--- config.mk ---
export PLATFORM = sky130hd
export DESIGN_NAME = vc_mux4_domain_arb
export DESIGN_NICKNAME = d
export VERILOG_FILES = /design/src/rtl/vc_mux4_domain_arb_pkg.sv /design/src/rtl/vc_mux4_domain_arb_mux.sv /design/src/rtl/vc_mux4_domain_arb.sv
export SDC_FILE = /design/constraint.sdc
export NUM_CORES = 1
export LEC_CHECK = 0
export BUFFER_PORTS_ARGS = -buffer_cell sky130_fd_sc_hd__buf_4
export CORE_ASPECT_RATIO = 2
export CORE_MARGIN = 5
export CORE_UTILIZATION = 37
export CTS_BUF_LIST = sky130_fd_sc_hd__clkbuf_16
export DETAILED_ROUTE_END_ITERATION = 6
export HOLD_SLACK_MARGIN = 0.02
export MAX_ROUTING_LAYER = met4
export PLACE_DENSITY = 0.82
export SETUP_SLACK_MARGIN = 0.02
export SLEW_MARGIN = 10
export SYNTH_ARGS = -nofsm -noshare
export SYNTH_HDL_FRONTEND = slang
export SYNTH_HIERARCHICAL = 1
export SYNTH_SLANG_ARGS = --single-unit
export TNS_END_PERCENT = 10
--- constraint.sdc ---
create_clock -name clk -period 2.14 [get_ports clk]
set_input_delay 0 -clock clk [delete_from_list [all_inputs] [get_ports clk]]
set_output_delay 0 -clock clk [all_outputs]
set_load 0.05 [all_outputs]
--- src/rtl/vc_mux4_domain_arb_pkg.sv ---
// Shared types for the domain-aware 4-way mux arbiter.
package vc_mux4_domain_arb_pkg;
  localparam int SCRUB_W = 4;

  typedef enum logic [1:0] {
    ST_IDLE  = 2'd0,
    ST_SCRUB = 2'd1,
    ST_BUSY  = 2'd2
  } state_e;
endpackage

--- src/rtl/vc_mux4_domain_arb_mux.sv ---
// Plain 4:1 message multiplexer shared by all requesters.
module vc_Mux4 #(
  parameter int p_nbits = 32
) (
  input  logic [p_nbits-1:0] in0_i,
  input  logic [p_nbits-1:0] in1_i,
  input  logic [p_nbits-1:0] in2_i,
  input  logic [p_nbits-1:0] in3_i,
  input  logic [1:0]         sel_i,
  output logic [p_nbits-1:0] out_o
);
  always_comb begin
    case (sel_i)
      2'd0:    out_o = in0_i;
      2'd1:    out_o = in1_i;
      2'd2:    out_o = in2_i;
      default: out_o = in3_i;
    endcase
  end
endmodule

--- src/rtl/vc_mux4_domain_arb.sv ---
// Round-robin packet arbiter over a shared 4:1 mux; scrubs the port with
// idle zeroed cycles whenever ownership crosses security domains.
module vc_mux4_domain_arb
  import vc_mux4_domain_arb_pkg::*;
#(
  parameter int p_nbits        = 32,
  parameter int p_scrub_cycles = 2
) (
  input  logic               clk,
  input  logic               reset,
  input  logic [3:0]         req_val,
  output logic [3:0]         req_rdy,
  input  logic [3:0]         req_last,
  input  logic [3:0]         req_domain,
  input  logic [p_nbits-1:0] req_msg0,
  input  logic [p_nbits-1:0] req_msg1,
  input  logic [p_nbits-1:0] req_msg2,
  input  logic [p_nbits-1:0] req_msg3,
  output logic               out_val,
  input  logic               out_rdy,
  output logic [p_nbits-1:0] out_msg,
  output logic               out_last,
  output logic               out_domain,
  output logic [1:0]         grant
);
  localparam logic [SCRUB_W-1:0] SCRUB_INIT = SCRUB_W'(p_scrub_cycles - 1);

  state_e             state_q;
  logic [1:0]         grant_q;
  logic [1:0]         prio_q;
  logic               cur_domain_q;
  logic [SCRUB_W-1:0] scrub_cnt_q;

  logic               busy;
  logic               xfer;
  logic               win_found;
  logic [1:0]         win_idx;
  logic [1:0]         scan_idx;
  logic [p_nbits-1:0] mux_out;

  // Scan from the highest offset down so the lowest offset from prio wins.
  always_comb begin
    win_found = 1'b0;
    win_idx   = prio_q;
    scan_idx  = 2'd0;
    for (int k = 3; k >= 0; k--) begin
      scan_idx = prio_q + 2'(k);
      if (req_val[scan_idx]) begin
        win_found = 1'b1;
        win_idx   = scan_idx;
      end
    end
  end

  vc_Mux4 #(.p_nbits(p_nbits)) u_mux (
    .in0_i (req_msg0),
    .in1_i (req_msg1),
    .in2_i (req_msg2),
    .in3_i (req_msg3),
    .sel_i (grant_q),
    .out_o (mux_out)
  );

  assign busy       = (state_q == ST_BUSY);
  assign out_val    = busy & req_val[grant_q];
  assign out_last   = busy & req_last[grant_q];
  assign out_msg    = busy ? mux_out : '0;
  assign req_rdy    = busy ? ((4'b0001 << grant_q) & {4{out_rdy}}) : 4'b0000;
  assign out_domain = cur_domain_q;
  assign grant      = grant_q;
  assign xfer       = out_val & out_rdy;

  always_ff @(posedge clk or negedge reset) begin
    if (!reset) begin
      state_q      <= ST_IDLE;
      grant_q      <= 2'd0;
      prio_q       <= 2'd0;
      cur_domain_q <= 1'b0;
      scrub_cnt_q  <= '0;
    end else begin
      case (state_q)
        ST_IDLE: begin
          if (win_found) begin
            grant_q <= win_idx;
            if (req_domain[win_idx] == cur_domain_q) begin
              state_q <= ST_BUSY;
            end else begin
              cur_domain_q <= req_domain[win_idx];
              scrub_cnt_q  <= SCRUB_INIT;
              state_q      <= ST_SCRUB;
            end
          end
        end
        ST_SCRUB: begin
          if (scrub_cnt_q == '0) state_q <= ST_BUSY;
          else                   scrub_cnt_q <= scrub_cnt_q - 1'b1;
        end
        ST_BUSY: begin
          if (xfer && out_last) begin
            prio_q  <= grant_q + 2'd1;
            state_q <= ST_IDLE;
          end
        end
        default: state_q <= ST_IDLE;
      endcase
    end
  end
endmodule

==> impl_results.md <==
* Status: complete, no violations
* Final Hold Viols at 0
* GR peak layer: met2
* Yosys warns at 6
* Total grt overflow at 0
* Total clock sinks at 11
* Final HPWL DP at 6480 um
* Worst Max-Slew Pin Slew at 414 ps
* Post-Route WL at 7560 um
* Slew headroom at 72.0%
* Final nets at 502
* Post-synth EDFFs at 0
* Clock slew at reported path FFs at 40 ps
* Sw frac at 52.8%
* Final ANT Viol Nets at 0
* Final critical-path required period at 2000 ps
* GRT Util Overall at 22.7%
* Synth Net Count at 317
* Max-slew violations at 0
* Worst slack, placed at 184 ps
* Post-synthesis cell area at 1900 sq um
* Final worst slack at 144 ps
* Vias in the first global route at 2556
* Post-Synth Adder-Cell Area at 3.96%
* Maximum clock frequency at 501 MHz
* Setup violators final at 0
* Primary FF master, synth: dfrtp_1
* Root buf cell: clkbuf_16
* Kind of critical path: register to output pin
* Met3 usage at 4.90%
* MaxCap Viol Count at 0
* Post-synth ARST share at 100%
* Clock share of power at 7.8%
* Synthesized instance count at 168
* Flop pwr share at 10.1%
* Met2 GRT Util at 39.0%
* Initial antenna violation count at 0
* CP max FO at 16
* Seq/Total Area, Yosys at 14.5%
* Max clock buf depth at 2
* Die area at 6750 sq um
* Avg Inst Size Synth at 11.3 sq um
* GPL Wtd Cong at 0.832
* Top cells by area, synth: mux4_2 (38%), dfrtp_1 (15%), and2_1 (12%)
* # IOs at 184
* Crit path launch type: register
* Max VDD drop at 0.000836 V
* Fin crit share at 93.3%
* Simple-gate area share of the yosys netlist at 22.2%
* Leak at 1.65 nW
* Setup Buffers After CTS at 0
* Pre-Repair DR Iteration Count at 4
* Pwr/cell area at 1280 nW/um^2
* Share of layout cells above drive strength 1 at 66.8%
* Via density at 5.59
* Setup TNS at 0 ps
* CTS tree: yes
* Initial DRC count at 66
* Core Area at 5050 sq um
* Synth Area in Compound Gates at 8.25%
* Row cnt at 37
* # diodes at 0
* Largest family of logic cells by synthesized area: multiplexers
* Skew final at 2.01 ps
* CP Capture Type: output pin
* CP arrival at 2000 ps
* Mux share of post-synthesis cell area at 43.3%
* Die height at 111 um
* Switch Pwr at 2.30 mW
* Pin count of the biggest net entering global routing at 31
* Count of input and output buffers at 183
* First-pass GRT wire length at 11400 um
* Fill cell count at 391
* Internal power at 2.06 mW
* Synth Register Bits at 11
* CTS buffer count at 3
* Yosys top cell area share at 38.0%
* Synth area leader: mux4_2
* Drt drc at 0
* H-Tree Depth at 1
* Register area at 277 sq um
* Post-Synth XOR/XNOR Area at 1.45%
* WL/cell at 18.4 um
* Commonest cells in the netlist: and2_1 (36), mux4_2 (32), dfrtp_1 (11)
* Logic pwr share at 82.1%
* Class of the worst hold path: input pin to asynchronous set/reset pin
* Die width at 60.6 um
* Yosys cell types at 33
* Data required, critical path at 2140 ps
* Most frequent cell after synthesis: and2_1
* Vias post-DR at 2290
* RSZ-0062 raised after global routing: false
* Initial Utilization at 37.6%
* Worst skew pair latency at 240 ps
* Met1 GRT Util at 23.5%
* Syn-to-layout area delta at 79.2%
* Multi-input logic area at 1500 sq um
-- cell usage in the layout (no fill, tap or decap), types with 3 or more instances in the layout --
cell / instances
o21ai_0: 9
a31o_1: 3
and3_1: 4
mux4_2: 32
ha_1: 6
nand2_1: 10
and2_1: 36
mux4_1: 3
clkbuf_16: 3
dfrtp_1: 10
buf_4: 189
nand2b_1: 3
nor2_1: 9
inv_1: 6
nand3_1: 3
nor2b_1: 4
-- final cells by class --
type | count | area share [%]
clock inverter | 1 | 0.110
inverter | 5 | 0.552
clock buffer | 3 | 2.21
multi-input combinational | 141 | 44.2
tap | 58 | 2.13
sequential | 11 | 8.13
timing repair buffer | 191 | 42.6
-- timing repair --
action                    CTS  global route
gates resized for setup     0             0
hold buffers                1             0
hold endpoints to repair   11             0
-- state kept, by name, summed over array words and instances, names as in the netlist --
signal and count:
prio_q 2, out_domain 1, state_q 2, grant 2, scrub_cnt_q 4
-- metal layers --
metal,wire length [um],share of wire [%],vias up
met5,0,0,-
met4,301,4.0,0
met3,1010,13,23
met2,3840,51,177
met1,2420,32,1071
li1,-,-,1019
-- power by group through the flow --
stage / Combinational (mW) / Sequential [mW] / Clock (mW)
detailed placement: 3.59 / 0.437 / 0
CTS: 3.61 / 0.436 / 0.350
finish: 3.58 / 0.438 / 0.340
global placement: 3.52 / 0.427 / 0
floorplan: 2.56 / 0.496 / 0
global route: 3.81 / 0.455 / 0.365
-- worst paths after layout --
kind / startpoint / end / cells after the start / slack [ps]
max in group asynchronous: reset / grant[0] / 2 / 1840
min reg2reg: scrub_cnt_q[1] / scrub_cnt_q[1] / 1 / 550
min: reset / state_q[1] / 2 / 140
max reg2reg: prio_q[1] / scrub_cnt_q[3] / 6 / 150
min in group clk: out_rdy / prio_q[0] / 3 / 160
max: grant[0] / out_msg[17] / 4 / 140
-- worst max-delay path, stage by stage, from the launching register on --
cell and delay [ps]:
dfrtp_2 500, buf_4 350, mux4_2 550, and2_1 160, buf_4 190
-- stage by stage --
stage	instances	total power [mW]	utilization, %	area, sq um	hold WS, ps
6_report	410	4.36	67.4	3400	137
5_1_grt	410	4.63	67.4	3400	155
4_1_cts	410	4.40	67.4	3400	144
3_5_place_dp	405	4.03	65.6	3310	-157
3_3_place_gp	405	3.94	65.6	3310	-159
2_1_floorplan	168	3.05	-	1900	-296
-- kinds of logic after synthesis --
logic type	count (synthesis)
compound gates	22
xor+xnor	1
fa+ha+maj	6
buf+inv	16
flops	11
mux	37
simple gates	75
No activity file was read; power rests on OpenSTA's default activity.
